File: src/rtl/div_32_seq.sv
// Sequential non-restoring 32-bit divider that borrows the ALU's shared adder_32 for every step.
// Define DIV_SIGNED_EN for signed two's-complement operands; the default build divides unsigned.
module div_32_seq (
  input  logic        in_clk,
  input  logic        in_reset,
  input  logic        in_start,
  input  logic [31:0] in_dividend,
  input  logic [31:0] in_divisor,
  output logic [31:0] out_adder_x,
  output logic [31:0] out_adder_y,
  output logic        out_adder_carry,
  input  logic [31:0] in_adder_sum,
  input  logic        in_adder_carry,
  output logic        out_busy,
  output logic        out_done,
  output logic        out_div_zero,
  output logic [31:0] out_quotient,
  output logic [31:0] out_remainder
);

  localparam logic [2:0] S_IDLE  = 3'd0;
  localparam logic [2:0] S_ITER  = 3'd3;
  localparam logic [2:0] S_FIX   = 3'd4;
  localparam logic [2:0] S_DONE  = 3'd7;
`ifdef DIV_SIGNED_EN
  localparam logic [2:0] S_NEG_Q = 3'd1;
  localparam logic [2:0] S_NEG_M = 3'd2;
  localparam logic [2:0] S_SGN_Q = 3'd5;
  localparam logic [2:0] S_SGN_R = 3'd6;
`endif

  logic [2:0]  state_q, state_d;
  logic [32:0] a_q, a_d;
  logic [31:0] q_q, q_d;
  logic [31:0] m_q, m_d;
  logic [5:0]  cnt_q, cnt_d;
  logic        dz_q, dz_d;
  logic [31:0] quot_q, quot_d;
  logic [31:0] rem_q, rem_d;
`ifdef DIV_SIGNED_EN
  logic        sign_q_q, sign_q_d;
  logic        sign_r_q, sign_r_d;
`endif
  logic [32:0] s;
  logic        sub;

  always_comb begin
    state_d         = state_q;
    a_d             = a_q;
    q_d             = q_q;
    m_d             = m_q;
    cnt_d           = cnt_q;
    dz_d            = dz_q;
    quot_d          = quot_q;
    rem_d           = rem_q;
`ifdef DIV_SIGNED_EN
    sign_q_d        = sign_q_q;
    sign_r_d        = sign_r_q;
`endif
    out_adder_x     = 32'd0;
    out_adder_y     = 32'd0;
    out_adder_carry = 1'b0;
    s               = {a_q[31:0], q_q[31]};
    sub             = 1'b0;
    case (state_q)
      S_IDLE: begin
        if (in_start) begin
          if (in_divisor == 32'd0) begin
            q_d     = 32'hFFFF_FFFF;
            a_d     = {1'b0, in_dividend};
            dz_d    = 1'b1;
            state_d = S_DONE;
          end else begin
            q_d     = in_dividend;
            m_d     = in_divisor;
            a_d     = 33'd0;
            dz_d    = 1'b0;
            cnt_d   = 6'd0;
`ifdef DIV_SIGNED_EN
            sign_q_d = in_dividend[31] ^ in_divisor[31];
            sign_r_d = in_dividend[31];
            state_d  = S_NEG_Q;
`else
            state_d  = S_ITER;
`endif
          end
        end
      end
`ifdef DIV_SIGNED_EN
      S_NEG_Q: begin
        if (sign_r_q) begin
          out_adder_x     = ~q_q;
          out_adder_carry = 1'b1;
          q_d             = in_adder_sum;
        end
        state_d = S_NEG_M;
      end
      S_NEG_M: begin
        // M still holds the raw divisor here, so its MSB is the divisor sign.
        if (m_q[31]) begin
          out_adder_x     = ~m_q;
          out_adder_carry = 1'b1;
          m_d             = in_adder_sum;
        end
        state_d = S_ITER;
      end
`endif
      S_ITER: begin
        sub             = ~a_q[32];
        out_adder_x     = s[31:0];
        out_adder_y     = sub ? ~m_q : m_q;
        out_adder_carry = sub;
        // 33rd bit of the partial remainder is rebuilt from the 32-bit adder's carry-out.
        a_d             = {s[32] ^ sub ^ in_adder_carry, in_adder_sum};
        q_d             = {q_q[30:0], ~a_d[32]};
        cnt_d           = cnt_q + 6'd1;
        if (cnt_q == 6'd31) state_d = S_FIX;
      end
      S_FIX: begin
        if (a_q[32]) begin
          out_adder_x = a_q[31:0];
          out_adder_y = m_q;
          a_d[31:0]   = in_adder_sum;
        end
`ifdef DIV_SIGNED_EN
        state_d = S_SGN_Q;
`else
        state_d = S_DONE;
`endif
      end
`ifdef DIV_SIGNED_EN
      S_SGN_Q: begin
        if (sign_q_q) begin
          out_adder_x     = ~q_q;
          out_adder_carry = 1'b1;
          q_d             = in_adder_sum;
        end
        state_d = S_SGN_R;
      end
      S_SGN_R: begin
        if (sign_r_q) begin
          out_adder_x     = ~a_q[31:0];
          out_adder_carry = 1'b1;
          a_d[31:0]       = in_adder_sum;
        end
        state_d = S_DONE;
      end
`endif
      S_DONE:  state_d = S_IDLE;
      default: state_d = S_IDLE;
    endcase
    // Visible results only change on entry to DONE; working registers stay private.
    if (state_d == S_DONE && state_q != S_DONE) begin
      quot_d = q_d;
      rem_d  = a_d[31:0];
    end
  end

  always_ff @(posedge in_clk) begin
    if (in_reset) begin
      state_q  <= S_IDLE;
      a_q      <= 33'd0;
      q_q      <= 32'd0;
      m_q      <= 32'd0;
      cnt_q    <= 6'd0;
      dz_q     <= 1'b0;
      quot_q   <= 32'd0;
      rem_q    <= 32'd0;
`ifdef DIV_SIGNED_EN
      sign_q_q <= 1'b0;
      sign_r_q <= 1'b0;
`endif
    end else begin
      state_q  <= state_d;
      a_q      <= a_d;
      q_q      <= q_d;
      m_q      <= m_d;
      cnt_q    <= cnt_d;
      dz_q     <= dz_d;
      quot_q   <= quot_d;
      rem_q    <= rem_d;
`ifdef DIV_SIGNED_EN
      sign_q_q <= sign_q_d;
      sign_r_q <= sign_r_d;
`endif
    end
  end

  assign out_busy      = (state_q != S_IDLE);
  assign out_done      = (state_q == S_DONE);
  assign out_div_zero  = dz_q;
  assign out_quotient  = quot_q;
  assign out_remainder = rem_q;

endmodule
File: config.mk
export PLATFORM = sky130hd
export DESIGN_NAME = div_32_seq
export DESIGN_NICKNAME = d
export VERILOG_FILES = /design/src/rtl/div_32_seq.sv
export SDC_FILE = /design/constraint.sdc
export NUM_CORES = 1
export LEC_CHECK = 0
export ABC_AREA = 1
export BUFFER_PORTS_ARGS = -buffer_cell sky130_fd_sc_hd__buf_2
export CORE_MARGIN = 2
export CORE_UTILIZATION = 48
export DETAILED_ROUTE_END_ITERATION = 16
export GPL_TIMING_DRIVEN = 0
export PLACE_DENSITY = 0.83
export SLEW_MARGIN = 20
export SYNTH_ARGS = -nofsm -noshare
export SYNTH_HDL_FRONTEND = slang
export SYNTH_SLANG_ARGS = --single-unit
File: constraint.sdc
create_clock -name in_clk -period 2.1 [get_ports in_clk]
set_clock_uncertainty 0.1 [all_clocks]
set_input_delay 0.42 -clock in_clk [delete_from_list [all_inputs] [get_ports in_clk]]
set_output_delay 0.42 -clock in_clk [all_outputs]
set_load 0.01 [all_outputs]
==> summary.md <==
| Metric | Value |
|---|---|
| Die area | 19700 um^2 |
| Ratio of cells with drive above 1 in the final layout | 0.249 |
| Final WS setup | -0.161 ns |
| First-pass GRT wire length | 48700 um |
| Fin nets | 1752 |
| Post-Synth Simple-Gate Area | 0.270 |
| Slew headroom | 0.546 |
| Total chip power | 7.80 mW |
| DR iter-0 viols | 1031 |
| Post-cts hold buffer count | 0 |
| CTS Buf Count | 17 |
| Required @ worst endpoint | 1.58 ns |
| Status | finished, violations left |
| DRC | 0 |
| Mean post-synth cell area | 6.62 um^2 |
| Worst hold path type | input port to flop |
| Vias per Instance | 5.59 |
| Fmax | 442 MHz |
| LEAKAGE | 6.58 nW |
| Worst-skew pair later-pin latency | 0.44 ns |
| Failing checks | negative setup slack |
| Cell Chain, Critical Path | nor2_4 > nand2_4 > inv_8 > nand2_8 > clkbuf_16 > o22ai_2 > buf_2 |
| Synth top area share | 0.385 |
| Setup crit end kind | output port |
| Synth Cell Area | 8900 um^2 |
| Final cycle utilization of the critical path | 1.08 |
| Syn. warnings | 0 |
| Peak VDD IR | 600 uV |
| WHS Path Cells | 3 |
| Seq/Total Area, Yosys | 0.385 |
| Die W | 140 um |
| Row cnt | 49 |
| Post-Synth XOR/XNOR Area | 0.00197 |
| Port buffer count | 230 |
| Antenna violations before repair | 2 |
| Mux share of post-synthesis cell area | 0 |
| Final wirelength | 32900 um |
| Core area | 18100 um^2 |
| Grt ovf | 0 |
| Total nets after synthesis | 1478 |
| Worst Max-Slew Pin Slew | 0.681 ns |
| Synth Register Bits | 171 |
| Synth Area in Compound Gates | 0.157 |
| Area leader, netlist | dfxtp_1 |
| Worst R2R Path Depth | 12 |
| Maximum number of pins on one net before global-route repair | 19 |
| Gr usage total | 0.314 |
| Setup_tns | -5.29 ns |
| Critical Path Max Stage Delay | 0.37 ns |
| CTS Root Cell | clkbuf_16 |
| DR WL/cell | 17.7 um |
| Syn Inst Count | 1344 |
| Number of global-route vias before repair | 9478 |
| Layout area overhead | 34.4% |
| Final hold violation count | 0 |
| Via count | 10400 |
| Critical path type | flop to output port |
| Final worst path period need | 2.26 ns |
| RSZ-0062 raised after global routing | true |
| # clock sinks | 171 |
| Largest family of logic cells by synthesized area | simple AND/OR/NAND/NOR gates |
| Die Y | 140 um |
| Final setup violation count | 65 |
| Slew Limit Fails | 0 |
| I/O pins | 232 |
| Max cap viols | 0 |
| Starting Density | 0.492 |
| Synth area leaders | dfxtp_1, nand2_1, inv_1 |
| Dpl ws | -0.298 ns |
| Adder-cell area share of the yosys netlist | 0.0478 |
| Routability cong. | 0.960 |
| Slowest-stage cell, CP | dfxtp_4 |
| Routed Antenna Nets | 0 |
| Reg clk slew, reported paths | 0.07 ns |
| CTS tree | built |
| Pwr dens | 652 nW/um^2 |
| Finished Core Util | 0.662 |
| TritonRoute pass-1 iters | 5 |
| Worst Setup Start Kind | flop |
| Clk buf depth | 2 |
| HPWL Detailed | 22200 um |
| H-tree depth | 4 |
| Arrival @ worst endpoint | 1.74 ns |
| Synth cell types | 29 |
| CP Max Fanout | 8 |
==> critical path, delay by kind of cell, from the launching register on <==
kind	cells	cell delay, ns
and+or+nand+nor	3	0.36
buffers and inverters	3	0.45
AOI/OAI and AO/OA	1	0.10
DFF	1	0.37
==> kinds of logic (layout without fill, tap and decap cells) <==
kind of cell | Yosys count | in the layout
AOI/OAI and AO/OA | 248 | 248
DFF | 171 | 171
adders and majority gates | 34 | 34
and+or+nand+nor | 581 | 581
buffers and inverters | 308 | 595
xor gates and xnor gates | 2 | 2
other | 0 | 2
==> stage by stage <==
step | instances | instance area, um^2 | hold WS [ns]
2_1_floorplan | 1344 | 8900 | 0.358
5_1_grt | 1862 | 12000 | 0.135
3_3_place_gp | 1803 | 10300 | 0.375
4_1_cts | 1852 | 11700 | 0.122
6_report | 1862 | 12000 | 0.127
3_5_place_dp | 1803 | 10300 | 0.384
==> flip-flops by register name (all words and copies together), names as in the netlist <==
signal         count
q_q               32
a_q               33
state_q            3
cnt_q              6
out_remainder     32
out_quotient      32
out_div_zero       1
m_q               32
==> final timing paths <==
kind,end,slack (ns),start
max reg2reg,out_remainder[9],0.02,state_q[1]
min,m_q[8],0.13,in_divisor[8]
max,out_adder_x[15],-0.16,state_q[1]
min reg2reg,m_q[7],0.42,m_q[7]
==> cells in the mapped netlist, drive strengths merged <==
master	number
nand2	307
inv	229
dfxtp	171
nor2	156
o21ai	113
nand3	95
a21oi	54
o22ai	43
buf	42
clkbuf	37
ha	34
o21bai	32
nand4	22
a31oi	2
o211ai	2
xor2	2
o311ai	1
o31ai	1
or2	1
==> what timing repair did <==
action	in CTS	in global routing
gates cloned	4	1
pin swaps	3	4
setup endpoints to repair	68	100
resized for setup	132	52
hold endpoints to repair	0	0
setup buffers	13	7
==> metal layers <==
layer | part of all wire | track usage | vias to the layer above
li1 | - | - | 4803
met1 | 0.37 | 0.397 | 4634
met2 | 0.45 | 0.504 | 779
met3 | 0.12 | 0.0697 | 184
met4 | 0.065 | 0.162 | 0
met5 | 0 | 0 | -
==> cell usage in the layout, fill, tap and decap left out, types with 32 or more instances in the layout <==
cell type	n
nor2_1	148
dfxtp_1	167
o21ai_0	85
nand3_1	94
o21bai_1	32
ha_1	33
buf_2	238
inv_1	220
a21oi_1	54
nand2_1	301
==> power by group <==
group / switching, mW / total, mW / internal (mW)
clock network: 1.42 / 3.33 / 1.91
logic: 0.665 / 1.02 / 0.354
registers: 0.0802 / 3.45 / 3.37
==> area by class of cell <==
type / instances / area, um^2
flip-flops and latches: 171 / 3440
clock buffers: 18 / 439
diodes: 2 / 5.00
repair buffers: 255 / 1500
inverters: 229 / 867
multi-input cells: 865 / 4660
fillers: 1441 / 6120
clock inverters: 14 / 169
well taps: 229 / 287
plain buffers: 79 / 606
(Power assumes the default switching activity.)
